`config.mk`:
```
export PLATFORM = sky130hd
export DESIGN_NAME = seq_bcd_converter
export DESIGN_NICKNAME = d
export VERILOG_FILES = /design/src/rtl/seq_bcd_converter.sv
export SDC_FILE = /design/constraint.sdc
export NUM_CORES = 1
export LEC_CHECK = 0
export BUFFER_PORTS_ARGS = -buffer_cell sky130_fd_sc_hd__buf_2
export CORE_UTILIZATION = 61
export DETAILED_ROUTE_END_ITERATION = 16
export PLACE_DENSITY = 0.85
export SLEW_MARGIN = 20
export SYNTH_ARGS = -nofsm -noshare
export SYNTH_HDL_FRONTEND = slang
export SYNTH_SLANG_ARGS = --single-unit
```
`constraint.sdc`:
```
create_clock -name clk -period 3.2 [get_ports clk]
set_input_delay 0 -clock clk [delete_from_list [all_inputs] [get_ports clk]]
set_output_delay 0 -clock clk [all_outputs]
set_load 0.03 [all_outputs]
```
`src/rtl/seq_bcd_converter.sv`:
```
// Multi-cycle binary-to-BCD converter (shift-and-add-3) with valid/ready on both sides.
// Define BCD_LEADING_BLANK_EN to generate per-digit leading-zero blank flags.
module seq_bcd_converter #(
  parameter int BIN_W  = 16,
  parameter int DIGITS = 5
) (
  input  logic                  clk,
  input  logic                  rst,
  input  logic                  in_valid,
  output logic                  in_ready,
  input  logic [BIN_W-1:0]      binary_in,
  output logic                  out_valid,
  input  logic                  out_ready,
  output logic [4*DIGITS-1:0]   bcd_out,
  output logic [DIGITS-1:0]     digit_blank
);

  localparam int BCD_W = 4 * DIGITS;
  localparam int CNT_W = $clog2(BIN_W + 1);

  function automatic logic [63:0] pow10(input int n);
    logic [63:0] r;
    r = 64'd1;
    for (int i = 0; i < n; i++) r = r * 64'd10;
    return r;
  endfunction

  localparam bit PARAMS_OK = (BIN_W >= 4) && (BIN_W <= 32) &&
                             (pow10(DIGITS) > ((64'd1 << BIN_W) - 64'd1));

  generate
    if (!PARAMS_OK) begin : g_bad_params
      $fatal(1, "seq_bcd_converter: BIN_W must be 4..32 and 10^DIGITS must exceed 2^BIN_W-1");
    end
  endgenerate

  typedef enum logic [1:0] {IDLE, SHIFT, DONE} state_t;

  state_t             state, state_next;
  logic [BIN_W-1:0]   shift_reg;
  logic [BCD_W-1:0]   acc, acc_adj;
  logic [CNT_W-1:0]   cnt;
  logic               last_cycle;

  // Counter reaching zero marks the transfer cycle, one cycle after the final shift.
  assign last_cycle = (state == SHIFT) && (cnt == '0);

  // NOTE: non-blocking (<=) for every flop so all registers update from pre-edge values.
  always_ff @(posedge clk or posedge rst) begin
    if (rst) state <= IDLE;
    else     state <= state_next;
  end

  // NOTE: every variable driven here gets a default first, so no path can infer a latch.
  always_comb begin
    state_next = state;
    case (state)
      IDLE:    if (in_valid)   state_next = SHIFT;
      SHIFT:   if (cnt == '0)  state_next = DONE;
      DONE:    if (out_ready)  state_next = IDLE;
      default:                 state_next = IDLE;
    endcase
  end

  always_comb begin
    acc_adj = acc;
    for (int d = 0; d < DIGITS; d++) begin
      if (acc[4*d +: 4] >= 4'd5) acc_adj[4*d +: 4] = acc[4*d +: 4] + 4'd3;
    end
  end

  assign in_ready = (state == IDLE) && !rst;

  always_ff @(posedge clk or posedge rst) begin
    if (rst) begin
      shift_reg <= '0;
      acc       <= '0;
      cnt       <= '0;
      bcd_out   <= '0;
      out_valid <= 1'b0;
    end else begin
      out_valid <= (state_next == DONE);
      case (state)
        IDLE: begin
          if (in_valid) begin
            shift_reg <= binary_in;
            acc       <= '0;
            cnt       <= CNT_W'(BIN_W);
          end
        end
        SHIFT: begin
          if (cnt != '0) begin
            {acc, shift_reg} <= {acc_adj, shift_reg} << 1;
            cnt              <= cnt - 1'b1;
          end else begin
            bcd_out <= acc;
          end
        end
        default: ;
      endcase
    end
  end

`ifdef BCD_LEADING_BLANK_EN
  logic [DIGITS-1:0] blank_next;
  logic              upper_zero;

  // Scan from the top digit down; a digit blanks only while everything above it is zero.
  always_comb begin
    blank_next = '0;
    upper_zero = 1'b1;
    for (int i = DIGITS - 1; i >= 1; i--) begin
      upper_zero    = upper_zero && (acc[4*i +: 4] == 4'd0);
      blank_next[i] = upper_zero;
    end
  end

  always_ff @(posedge clk or posedge rst) begin
    if (rst)             digit_blank <= '0;
    else if (last_cycle) digit_blank <= blank_next;
  end
`else
  assign digit_blank = '0;
`endif

endmodule

```
* Yosys cells after proc, flatten, opt, wreduce, memory -nomap -nowiden
Cells that the tools add are included.
Word-level totals: output and inout port bits 27, register bits after elaboration 64, word-level logic and storage cells 49, input port bits 20
Cells by class: reductions and logical operators 8, $add $sub $neg 6, $lt $le $gt $ge 5, bitwise gates (word level) 1, equal/unequal tests 5, mux-type cells 18
Operators with widths (number):
- $mux 20 | 2
- $pmux 20 s2 | 1
- $mux 16 | 2
- $pmux 16 s2 | 1
- $ge 4x3->1 const B | 5
- $add 4x2->4 const B | 4
- $mux 4 | 4
- $mux 5 | 2
- $pmux 5 s2 | 1
- $mux 2 | 3
- $pmux 2 s3 | 1
- $logic_not 5->1 | 1
- $reduce_bool 5->1 | 1
- $sub 5x1->5 const B | 1
- $eq 2x2->1 const B | 2
- $add 3x2->3 const B | 1
- $mux 3 | 1
- $reduce_and 3->1 | 1
- $eq 2x1->1 const B | 1
- $logic_not 2->1 | 1
- $ne 2x1->1 const B | 1
- $ne 2x2->1 const B | 1
- $reduce_and 2->1 | 1
- $reduce_bool 2->1 | 1
- other kinds (3) | 3

* Longest topological paths before layout
depth in word-level cells 4, mapped depth 8, depth with buffers taken out 6

* Least setup slack after synthesis
Ideal clock, no wire load.
kind register -> register, start point register state[1], end point register bcd_out[0], path slack 1342 ps, setup time 125 ps, cell stages (with the launch flop) 7, clock period less this slack 1858 ps, data required time 3075 ps, data arrival time 1733 ps, buffers on the path 2, path through dfrtp_1 -> nand2b_1 -> buf_2 -> or4b_4 -> nor2_4 -> buf_6 -> mux2_2
On the way: longest elaborated chain between the ends 2
Ends and longest elaborated chain:
- from (decl) | RTL line 39 | state_t state, state_next;
- from (signal assigned) | RTL line 51 | else state <= state_next;
- $eq 2x1->1 | RTL line 83 | case (state)
- $reduce_and 2->1 (no line)
- to (signal assigned) | RTL line 79 | bcd_out <= '0;
- to (signal assigned) | RTL line 96 | bcd_out <= acc;
- to (decl) | RTL line 14 | output logic [4*DIGITS-1:0] bcd_out,
No other way between the ends. A chain may end at the register's enable or synchronous reset.

* Final worst setup path
start point register cnt[0], end point register cnt[3]
On the way: longest elaborated chain between the ends 3, elaborated cells between the ends (all ways) 6, those cells by class add/sub: 1; eq/ne: 1; mux: 2; reduce/logical: 2
Ends and longest elaborated chain:
- from (decl) | RTL line 42 | logic [CNT_W-1:0] cnt;
- from (signal assigned) | RTL line 88 | cnt <= CNT_W'(BIN_W);
- from (signal assigned) | RTL line 94 | cnt <= cnt - 1'b1;
- $sub 5x1->5 / $reduce_bool 5->1 (equally long branches) | RTL line 94, 92
- $mux 5 / $ne 2x1->1 (equally long branches)
- $pmux 5 s2 / $reduce_and 3->1 (equally long branches)
Parallel ways exist; a longest one is shown, timed or not. The select of a mux whose other input is x is not followed.

==> out/metrics.yaml <==
floorplan:
  initial_utilization: 0.638
  die_h_um: 72.8
  rows: 25
  die_x_um: 72.8
  io_pins: 47
  die-area_um2: 5300
  core_region_area_um2: 4790
sta:
  setup_tns_ns: 0
  fin_crit_ns: 2.20
  slew_headroom: 0.391
  hold_viol_final: 0
  worst_clock_skew_ns: 0.0127
  finalSetupViolCount: 0
  fmax_mhz: 455
  tightest_slew_ns: 0.912
  period_share: 0.687
  grt_setup_unrepaired: "false"
  slew_viol_final: 0
cells_and_area:
  diodes: 0
  syn_to_final_growth_pct: 19.1
  multiInputGateArea_um2: 1290
  drive_above_1_share: 0.271
  regArea_um2: 1600
  final_area_um2: 3640
  fill_cells: 308
  layout_commonest_cell: "dfrtp_1"
  final_cell_mix: "64 x dfrtp_1, 41 x buf_2, 25 x mux2_2"
  nets: 362
yosys:
  synth_cell_type_count: 31
  syn_avg_cell_area_um2: 11.2
  synth_area_um2: 3060
  yosysSeqAreaShare: 0.524
  synth_seq_cells: 64
  ys.warnings.count: 0
  syn_inst: 274
pwr:
  p_int_mw: 2.26
  power.leakage_nw: 1.70
  powerDensity_nw_per_um2: 1080
  p_seq_frac: 0.375
  p_sw_frac: 0.422
  power_switching_mw: 1.65
  clkPwrFrac: 0.176
  combPwrFrac: 0.449
  irDropWorstVdd_mv: 0.573
detailed_routing:
  postRouteWirelength_um: 6070
  via_count: 2274
  firstDrtPassIters: 5
  ant_nets: 0
  wl_per_cell_um: 15.1
  viasPerCell: 5.64
  drc: 0
  drt_iter0_markers: 121
clock_network:
  cts-root-buf: "clkbuf_8"
  cts_setup_buffers: 0
  cts.repair.resized: 0
  cts.clk_slew.worst_paths_ns: 0.07
  clockBufferDepth: 2
  numCtsBuffers: 9
  tritoncts: "built"
  hold_buffers: 18
  clock_latency_ns: 0.35
  ctsHtreeMaxLevel: 3
  clock-sinks: 64
global_routing:
  gr-total-overflow: 0
  grt_max_degree: 47
  grt_pass1_vias: 2190
  antenna_found_initial: 0
  grt_pass1_wl_um: 10200
  track_usage: 0.263
worst_setup_path:
  cp_slowest_cell: "or2_2"
  slowest_delay_ns: 0.57
  ff2ff_path_depth: 6
  crit_chain: "inv_1 > ha_1 > nor4b_1 > or2_2 > nor4_1 > mux2i_1"
  start_kind: "flop"
  crit_path_end_kind: "flop"
  required_ns: 3.41
  crit_arrival_ns: 2.41
  critPathKind: "reg -> reg"
  cp_max_fo: 33
placed_design:
  dpl_cell_area_um2: 3260
  portBuffers: 41
  place_congestion: 0.774
  hpwl_um: 3660
min_path:
  hold_path_class: "in -> reg"
  hold_depth: 3
run_status:
  status: "complete, no violations"
flow_run:
  drv_cap: 0
## path summary, 6_finish.rpt
path / slack (ns) / start / endpoint
worst max-delay path: 1.00 / cnt[0]$_DFFE_PP0P_ / cnt[3]$_DFFE_PP0P_
worst min-delay path: 0.39 / out_ready / out_valid$_DFF_PP0_
worst max register to register: 1.00 / cnt[0]$_DFFE_PP0P_ / cnt[3]$_DFFE_PP0P_
worst min register to register: 0.49 / shift_reg[15]$_DFFE_PP0P_ / acc[0]$_DFFE_PP0P_
max in group asynchronous: 2.03 / rst / bcd_out[1]$_DFFE_PP0P_
min in group asynchronous: 0.40 / rst / shift_reg[3]$_DFFE_PP0P_
## per-layer routing
| metal | up-vias | GRT usage | share of wire |
|---|---|---|---|
| li1 | 1066 | - | - |
| met1 | 1121 | 0.327 | 0.43 |
| met2 | 72 | 0.414 | 0.51 |
| met3 | 15 | 0.0829 | 0.041 |
| met4 | 0 | 0.133 | 0.024 |
| met5 | - | 0 | 0 |
## metrics by stage
stage	cells	power, mW	hold WS, ns	worst slack (ns)	utilization
floorplan	278	2.81	0.0983	1.34	-
global placement	369	3.08	0.215	1.08	0.682
detailed placement	369	3.19	0.213	1.00	0.682
CTS	403	3.90	0.374	1.00	0.761
global route	403	4.20	0.427	0.833	0.761
finish	403	3.92	0.389	1.00	0.761
## kinds of logic after synthesis
logic type / Yosys count / synth area share
adders and majority gates: 11 / 0.0450
DFF: 64 / 0.524
buffers and inverters: 35 / 0.0569
and+or+nand+nor: 57 / 0.0975
AOI/OAI and AO/OA: 59 / 0.113
muxes: 42 / 0.148
xor gates and xnor gates: 5 / 0.0143
other: 1 / 0.00123
## synth_stat cells
cell type	number	area [um^2]
a21oi_1	24	120
a32o_1	5	50.1
buf_2	7	35.0
buf_4	5	37.5
buf_6	2	22.5
clkbuf_1	6	22.5
conb_1	1	3.75
dfrtp_1	64	1600
ha_1	11	138
inv_1	15	56.3
mux2_2	25	282
mux2i_1	17	170
nand2_1	8	30.0
nand2b_1	6	37.5
nand3_1	16	80.1
nor2_1	16	60.1
nor2_4	1	11.3
nor3_1	1	5.00
nor3b_1	4	30.0
nor4_1	1	6.26
nor4b_1	1	8.76
o21ai_0	19	95.1
o21ai_1	2	10.0
o21ai_2	1	8.76
o22ai_1	1	6.26
o31ai_1	5	37.5
o32ai_1	2	17.5
or2_2	1	6.26
or3b_2	1	8.76
or4b_4	1	13.8
xnor2_1	5	43.8
## worst max-delay path: cells and delay by family, from the launching register on
kind	cells	cell delay, ns
adder cells (fa/ha/maj)	1	0.18
buffers and inverters	1	0.07
flip-flops	1	0.41
multiplexers	1	0.15
AND/OR/NAND/NOR	3	1.24
## power groups by stage
stage | clock network [mW] | logic [mW] | registers (mW)
floorplan | 0 | 1.22 | 1.59
global placement | 0 | 1.64 | 1.44
detailed placement | 0 | 1.73 | 1.46
CTS | 0.699 | 1.75 | 1.45
global route | 0.740 | 1.95 | 1.51
finish | 0.690 | 1.76 | 1.47
## layout make-up
class | count | share of cell area
clock buffer | 9 | 0.0340
tap | 67 | 0.0230
sequential | 64 | 0.440
clock inverter | 7 | 0.0196
timing repair buffer | 62 | 0.112
multi-input combinational | 179 | 0.356
inverter | 15 | 0.0155
Note: power is estimated with default switching activity, not from simulation.
